`src/rtl/timer_pkg.sv`:
```
// Shared types and constants for the countdown timer.
// Holds the FSM state encoding and the mm:ss field width and limit.
package timer_pkg;

    typedef enum logic [1:0] {
        IDLE,
        RUN,
        PAUSE,
        EXPIRED
    } timer_state_t;

    localparam int MAX_MMSS = 59;
    localparam int TIME_W   = 6;

endpackage

```
`src/rtl/mmss_counter.sv`:
```
// Minutes/seconds register pair with modulo-60 increments and borrow-aware
// decrement; clr has priority over every other control.
module mmss_counter
    import timer_pkg::*;
(
    input  logic              clk,
    input  logic              rst_n,
    input  logic              clr,
    input  logic              inc_min,
    input  logic              inc_sec,
    input  logic              dec,
    output logic [TIME_W-1:0] minutes,
    output logic [TIME_W-1:0] seconds,
    output logic              zero
);

    localparam logic [TIME_W-1:0] MAX  = TIME_W'(MAX_MMSS);
    localparam logic [TIME_W-1:0] ONE  = TIME_W'(1);
    localparam logic [TIME_W-1:0] NONE = '0;

    always_ff @(posedge clk) begin
        if (!rst_n || clr) begin
            minutes <= NONE;
            seconds <= NONE;
        end else if (dec) begin
            if (seconds != NONE) begin
                seconds <= seconds - ONE;
            end else if (minutes != NONE) begin
                minutes <= minutes - ONE;
                seconds <= MAX;
            end
        end else begin
            // Seconds wrap without carrying into minutes.
            if (inc_min) begin
                minutes <= (minutes >= MAX) ? NONE : minutes + ONE;
            end
            if (inc_sec) begin
                seconds <= (seconds >= MAX) ? NONE : seconds + ONE;
            end
        end
    end

    assign zero = (minutes == NONE) && (seconds == NONE);

endmodule

```
`src/rtl/countdown_timer.sv`:
```
// Kitchen-style mm:ss countdown timer: IDLE/RUN/PAUSE/EXPIRED FSM driving an
// mmss_counter, with a timed alarm phase and registered status flags.
module countdown_timer
    import timer_pkg::*;
#(
    parameter int ALARM_TICKS = 10
) (
    input  logic              clk,
    input  logic              rst_n,
    input  logic              tick_1hz,
    input  logic              btn_start,
    input  logic              btn_clear,
    input  logic              btn_min_inc,
    input  logic              btn_sec_inc,
    output logic [TIME_W-1:0] minutes,
    output logic [TIME_W-1:0] seconds,
    output logic              blink,
    output logic              alarm,
    output logic              running
);

    localparam int CNT_W = $clog2(ALARM_TICKS + 1);
    localparam logic [CNT_W-1:0] CNT_LAST = CNT_W'(ALARM_TICKS - 1);
    localparam logic [CNT_W-1:0] CNT_ONE  = CNT_W'(1);

    timer_state_t     state, state_nxt;
    logic [CNT_W-1:0] cnt, cnt_nxt;
    logic             clr, inc_min, inc_sec, dec;
    logic             zero, last;

    mmss_counter u_mmss (
        .clk     (clk),
        .rst_n   (rst_n),
        .clr     (clr),
        .inc_min (inc_min),
        .inc_sec (inc_sec),
        .dec     (dec),
        .minutes (minutes),
        .seconds (seconds),
        .zero    (zero)
    );

    // The tick that lands on 00:00 is the one taken at 00:01.
    assign last = (minutes == '0) && (seconds == TIME_W'(1));

    always_comb begin
        state_nxt = state;
        cnt_nxt   = cnt;
        clr       = 1'b0;
        inc_min   = 1'b0;
        inc_sec   = 1'b0;
        dec       = 1'b0;
        if (btn_clear) begin
            state_nxt = IDLE;
            cnt_nxt   = '0;
            clr       = 1'b1;
        end else begin
            unique case (state)
                IDLE: begin
                    if (btn_start) begin
                        if (!zero) state_nxt = RUN;
                    end else begin
                        inc_min = btn_min_inc;
                        inc_sec = btn_sec_inc;
                    end
                end
                RUN: begin
                    if (btn_start) begin
                        state_nxt = PAUSE;
                    end else if (tick_1hz) begin
                        dec = 1'b1;
                        if (last) begin
                            state_nxt = EXPIRED;
                            cnt_nxt   = '0;
                        end
                    end
                end
                PAUSE: begin
                    if (btn_start) state_nxt = RUN;
                end
                EXPIRED: begin
                    if (btn_start) begin
                        state_nxt = IDLE;
                        cnt_nxt   = '0;
                    end else if (tick_1hz) begin
                        if (cnt >= CNT_LAST) begin
                            state_nxt = IDLE;
                            cnt_nxt   = '0;
                        end else begin
                            cnt_nxt = cnt + CNT_ONE;
                        end
                    end
                end
                default: state_nxt = IDLE;
            endcase
        end
    end

    // Flags are registered from the next state so they align with the time.
    always_ff @(posedge clk) begin
        if (!rst_n) begin
            state   <= IDLE;
            cnt     <= '0;
            blink   <= 1'b0;
            alarm   <= 1'b0;
            running <= 1'b0;
        end else begin
            state   <= state_nxt;
            cnt     <= cnt_nxt;
            blink   <= (state_nxt == PAUSE) || (state_nxt == EXPIRED);
            alarm   <= (state_nxt == EXPIRED);
            running <= (state_nxt == RUN);
        end
    end

endmodule

```
`config.mk`:
```
export PLATFORM = sky130hd
export DESIGN_NAME = countdown_timer
export DESIGN_NICKNAME = d
export VERILOG_FILES = /design/src/rtl/timer_pkg.sv /design/src/rtl/mmss_counter.sv /design/src/rtl/countdown_timer.sv
export SDC_FILE = /design/constraint.sdc
export NUM_CORES = 1
export LEC_CHECK = 0
export ABC_AREA = 1
export BUFFER_PORTS_ARGS = -buffer_cell sky130_fd_sc_hd__buf_2
export CELL_PAD_IN_SITES_DETAIL_PLACEMENT = 0
export CELL_PAD_IN_SITES_GLOBAL_PLACEMENT = 1
export CORE_ASPECT_RATIO = 0.5
export CORE_MARGIN = 1.5
export CORE_UTILIZATION = 43
export CTS_BUF_LIST = sky130_fd_sc_hd__clkbuf_16
export CTS_CLUSTER_DIAMETER = 40
export DETAILED_ROUTE_END_ITERATION = 10
export PLACE_DENSITY_LB_ADDON = 0.1
export SYNTH_ARGS = -nofsm -noshare
export SYNTH_HDL_FRONTEND = slang
export SYNTH_SLANG_ARGS = --single-unit
```
`constraint.sdc`:
```
create_clock -name clk -period 3.3 [get_ports clk]
set_clock_uncertainty 0.15 [all_clocks]
set_input_delay 0.66 -clock clk [delete_from_list [all_inputs] [get_ports clk]]
set_output_delay 0.66 -clock clk [all_outputs]
set_load 0.05 [all_outputs]
```
* After elaboration in Yosys (flattened, before gate mapping)
Cells that the tools add are included.
W data, S select, Z words.
** Word-level totals
- Output and inout bits :: 15
- Flip-flop bits (word level) :: 21
- Logic and storage cells :: 86
- Bits of input ports :: 7
** Operators by class
- Bitwise gates (word level) :: 1
- Muxes and demuxes :: 39
- Magnitude comparators :: 3
- $add $sub $neg :: 5
- Equality and inequality tests :: 14
- Reductions and logical operators :: 17
** Operator list (number)
- $mux W6 :: 10
- $mux W4 :: 6
- $mux W2 :: 10
- $add A6 B1 Y6 const B :: 2
- $ge A6 B6 Y1 const B :: 2
- $logic_not A6 Y1 :: 2
- $reduce_bool A6 Y1 :: 2
- $sub A6 B1 Y6 const B :: 2
- $mux W1 :: 11
- $eq A2 B2 Y1 const B :: 4
- $ne A2 B2 Y1 const B :: 4
- $pmux W2 S4 :: 1
- $pmux W4 S2 :: 1
- $eq A6 B1 Y1 const B :: 1
- $reduce_bool A2 Y1 :: 3
- $reduce_and A5 Y1 :: 1
- $add A4 B1 Y4 const B :: 1
- $eq A2 B1 Y1 const B :: 2
- $ge A4 B4 Y1 const B :: 1
- $ne A3 B1 Y1 const B :: 1
- $ne A3 B3 Y1 const B :: 1
- $reduce_and A3 Y1 :: 1
- $logic_and A1 B1 Y1 :: 2
- $logic_not A2 Y1 :: 1
- 6 further kinds :: 7

* Logic depth before layout (Yosys ltp)
- Word-level depth :: 9
- Mapped depth :: 10
- Gate-level depth less buffers :: 10

* Hierarchy
A second synthesis with hierarchy kept.
** Second synthesis, totals
- Cells, all modules :: 310
- Area total of the unflattened synthesis :: 1829.3 um^2
** Modules (own cells, without submodules)
- mmss_counter :: seq. area each 240.2 um^2, area an instance 1218.7 um^2, times used 1, cells an instance 205
- countdown_timer :: seq. area each 160.2 um^2, area an instance 610.6 um^2, times used 1, cells an instance 105

* Least setup slack after synthesis
No wires, ideal clock.
- Path kind :: register to register
- Start :: register u_mmss.seconds[0]
- End :: register u_mmss.seconds[3]
- Path slack :: 1387 ps
- Setup time :: 118 ps
- Period minus slack after synthesis :: 1913 ps
- Buffers on the path :: 0
- Data required time :: 3032 ps
- Cell stages (with the launch flop) :: 11
- Arrival time :: 1644 ps
- Cell sequence :: dfxtp_1 inv_1 ha_1 nand2_2 nor2_8 nand2_2 nand2_2 nand2_4 inv_2 a21oi_1 nor2_1
** On the way
- Word-level cells in the longest chain between the ends :: 4
- Elaborated cells on any way between the ends :: 10
- Classes of those cells :: add/sub (2); order compare (1); eq/ne (1); mux (4); reduce/logical (2)
** Ends and longest elaborated chain
- start, declared :: RTL line mmss_counter.sv:13 : output logic [TIME_W-1:0] seconds,
- start signal, assigned :: RTL line mmss_counter.sv:27 : seconds <= seconds - ONE;
- start signal, assigned :: RTL line mmss_counter.sv:38 : seconds <= (seconds >= MAX) ? NONE : seconds + ONE;
- $add A6 B1 Y6 / $ge A6 B6 Y1 (equally long branches) :: RTL line mmss_counter.sv:38
- $mux W6 :: RTL line mmss_counter.sv:38
- $mux W6 :: RTL line mmss_counter.sv:37 : if (inc_sec) begin
- $mux W6 :: RTL line mmss_counter.sv:25 : end else if (dec) begin
Parallel ways exist; a longest one is shown, timed or not. The select of a mux whose other input is x is not followed.
A chain may end at the register's enable or synchronous reset.

* Worst setup path in the final report
- Start :: register u_mmss.seconds[2]
- End :: output seconds[2]
** RTL lines
- end, declared :: RTL line countdown_timer.sv:16 : output logic [TIME_W-1:0] seconds,
No word-level cell between the ends.

==> flow_summary.json <==
{
  "cts_hold_buf": 0,
  "start_util": 0.457,
  "synthesis.nets": 266,
  "ys_seq_elements": 21,
  "wirelength_mm": 3.70,
  "regArea_sq_um": 420,
  "htree_levels": 1,
  "slowest_stage": "dfxtp_1",
  "worst_pin_slew_ns": 0.628,
  "post-cts-setup-buffers": 0,
  "die_x_um": 89.2,
  "fin_tns_setup_ns": 0,
  "max-vdd-ir-drop_uv": 136,
  "fillers": 384,
  "cp_max_fo": 9,
  "clockBufferDepth": 2,
  "endpoint_kind": "output port",
  "drive_gt1_frac": 0.158,
  "setup_violations": 0,
  "dp_hpwl_mm": 2.91,
  "path_clk_slew_ns": 0.06,
  "r2r_slack_ns": 1.54,
  "grt_usage": 0.197,
  "dr.pass1.iters": 4,
  "syn_inst": 249,
  "layout.nets": 290,
  "rsz0062_at_grt": "false",
  "cts-root-buf": "clkbuf_16",
  "gr-total-overflow": 0,
  "cts.sinks": 21,
  "fin_cells": 323,
  "drc_errors": 0,
  "grt_max_degree": 14,
  "cp-start-kind": "flop",
  "num_io_pins": 22,
  "io_buffers": 21,
  "drtIter0Drc": 95,
  "critical-path-top-delay-family": "flip-flops",
  "cap_violations": 0,
  "hp-class": "flop to flop",
  "grt_pass1_wl_mm": 6.04,
  "cts_tree": "built",
  "dieArea_sq_mm": 0.00411,
  "path_cells": "buf_2",
  "grt_pass1_vias": 1344,
  "slew_viol_final": 0,
  "die_height_um": 46.1,
  "cts_resized": 0,
  "via_per_inst": 4.80,
  "fp-row-count": 15,
  "avgSynthCellArea_sq_um": 6.41,
  "critPathKind": "flop to output port",
  "final_common_cell": "nand2_1",
  "whs_path_depth": 2,
  "p_per_area_mw_per_mm2": 340,
  "rr_worst_depth": 8,
  "yosysWarnings": 0,
  "place.gp.congestion": 0.849,
  "syn_to_final_growth_pct": 14.8,
  "syn_area_sq_mm": 0.00160,
  "p_leak_nw": 0.908,
  "status": "complete, no violations",
  "most-common-layout-cells": "nand2_1, nor2_1, inv_1, dfxtp_1, buf_2",
  "synth-seq-area-share": 0.263,
  "multi_input_area_sq_mm": 0.00101,
  "antenna_cells": 0,
  "total_power_w": 0.000623,
  "crit_required_ns": 2.49,
  "antenna_found_initial": 0,
  "clock_latency_ns": 0.25,
  "core_area_sq_mm": 0.00349,
  "vias": 1552,
  "fin_crit_sh": 0.584,
  "cp.depth": 1,
  "cts_made_buffers": 3,
  "synthDistinctLibCells": 26,
  "worst-path-buf-inv": 1,
  "post_drt_wl_per_cell_um": 11.4,
  "max_freq_mhz": 519,
  "fin_crit_ns": 1.93,
  "max_stage_delay_ns": 0.53,
  "dp_cells": 319,
  "relSlewSlack": 0.577,
  "worstPathArrival_ns": 1.12,
  "ant_nets": 0,
  "hold_viol_final": 0
}
[synth_stat cells (all sizes together)]
cell    count  share of area
mux2i       1         0.0063
inv        37          0.087
nand2      53           0.14
buf         2          0.010
nor2       51           0.15
xor2        7          0.038
clkinv      1         0.0055
a21oi      12          0.038
o21ai      27          0.085
nand3      21          0.082
o21a        1         0.0047
clkbuf      1         0.0023
ha         10          0.078
nand3b      1         0.0047
dfxtp      21           0.26
nand4       2         0.0078
nor3        1         0.0031
[final timing paths]
check	end	startpoint
min reg2reg	cnt[1]	cnt[1]
max	seconds[2]	u_mmss.seconds[2]
min	cnt[1]	cnt[1]
max reg2reg	cnt[0]	u_mmss.seconds[4]
[power breakdown]
part	internal [W]	total, W	switching [W]
clock	0.000163	0.000261	0.0000979
combinational	0.0000291	0.0000952	0.0000662
sequential	0.000258	0.000267	0.00000806
[tightest hold or removal path, cell delays in order (launching register included)]
cell and delay (ns):
dfxtp_1 0.33, nand2_1 0.07, a21oi_1 0.05
[layer usage]
layer	up-vias	GRT usage	wire length (um)
met2	30	0.358	1680
met5	-	0	0
met3	2	0.0538	151
met1	681	0.247	1860
li1	839	-	-
met4	0	0.0185	13
[sequential cells by signal, summed over array words and instances (netlist names)]
| register | count |
|---|---|
| state | 2 |
| blink | 1 |
| alarm | 1 |
| u_mmss.minutes | 6 |
| running | 1 |
| cnt | 4 |
| u_mmss.seconds | 6 |
[through the flow]
step / utilization / setup slack [ns] / hold slack (ns) / instance area, sq um
4_1_cts: 0.525 / 1.36 / 0.346 / 1830
5_1_grt: 0.525 / 1.30 / 0.358 / 1830
3_5_place_dp: 0.502 / 1.25 / 0.337 / 1750
3_3_place_gp: 0.502 / 1.29 / 0.323 / 1750
2_1_floorplan: - / 1.39 / 0.307 / 1600
6_report: 0.525 / 1.37 / 0.341 / 1830
[cell families after synthesis]
family / after synthesis / synth area share
AND/OR/NAND/NOR: 129 / 0.382
buffers and inverters: 41 / 0.105
AO/OA/AOI/OAI: 40 / 0.127
flip-flops: 21 / 0.263
adder cells (fa/ha/maj): 10 / 0.0784
XOR/XNOR: 7 / 0.0384
multiplexers: 1 / 0.00627
[layout make-up]
cell class	instances	area share
inverters	38	0.0805
clock inverters	1	0.00273
multi-input cells	187	0.550
flip-flops and latches	21	0.229
repair buffers	22	0.0614
well taps	51	0.0348
clock buffers	3	0.0410
Note: power is estimated with default switching activity, not from simulation.
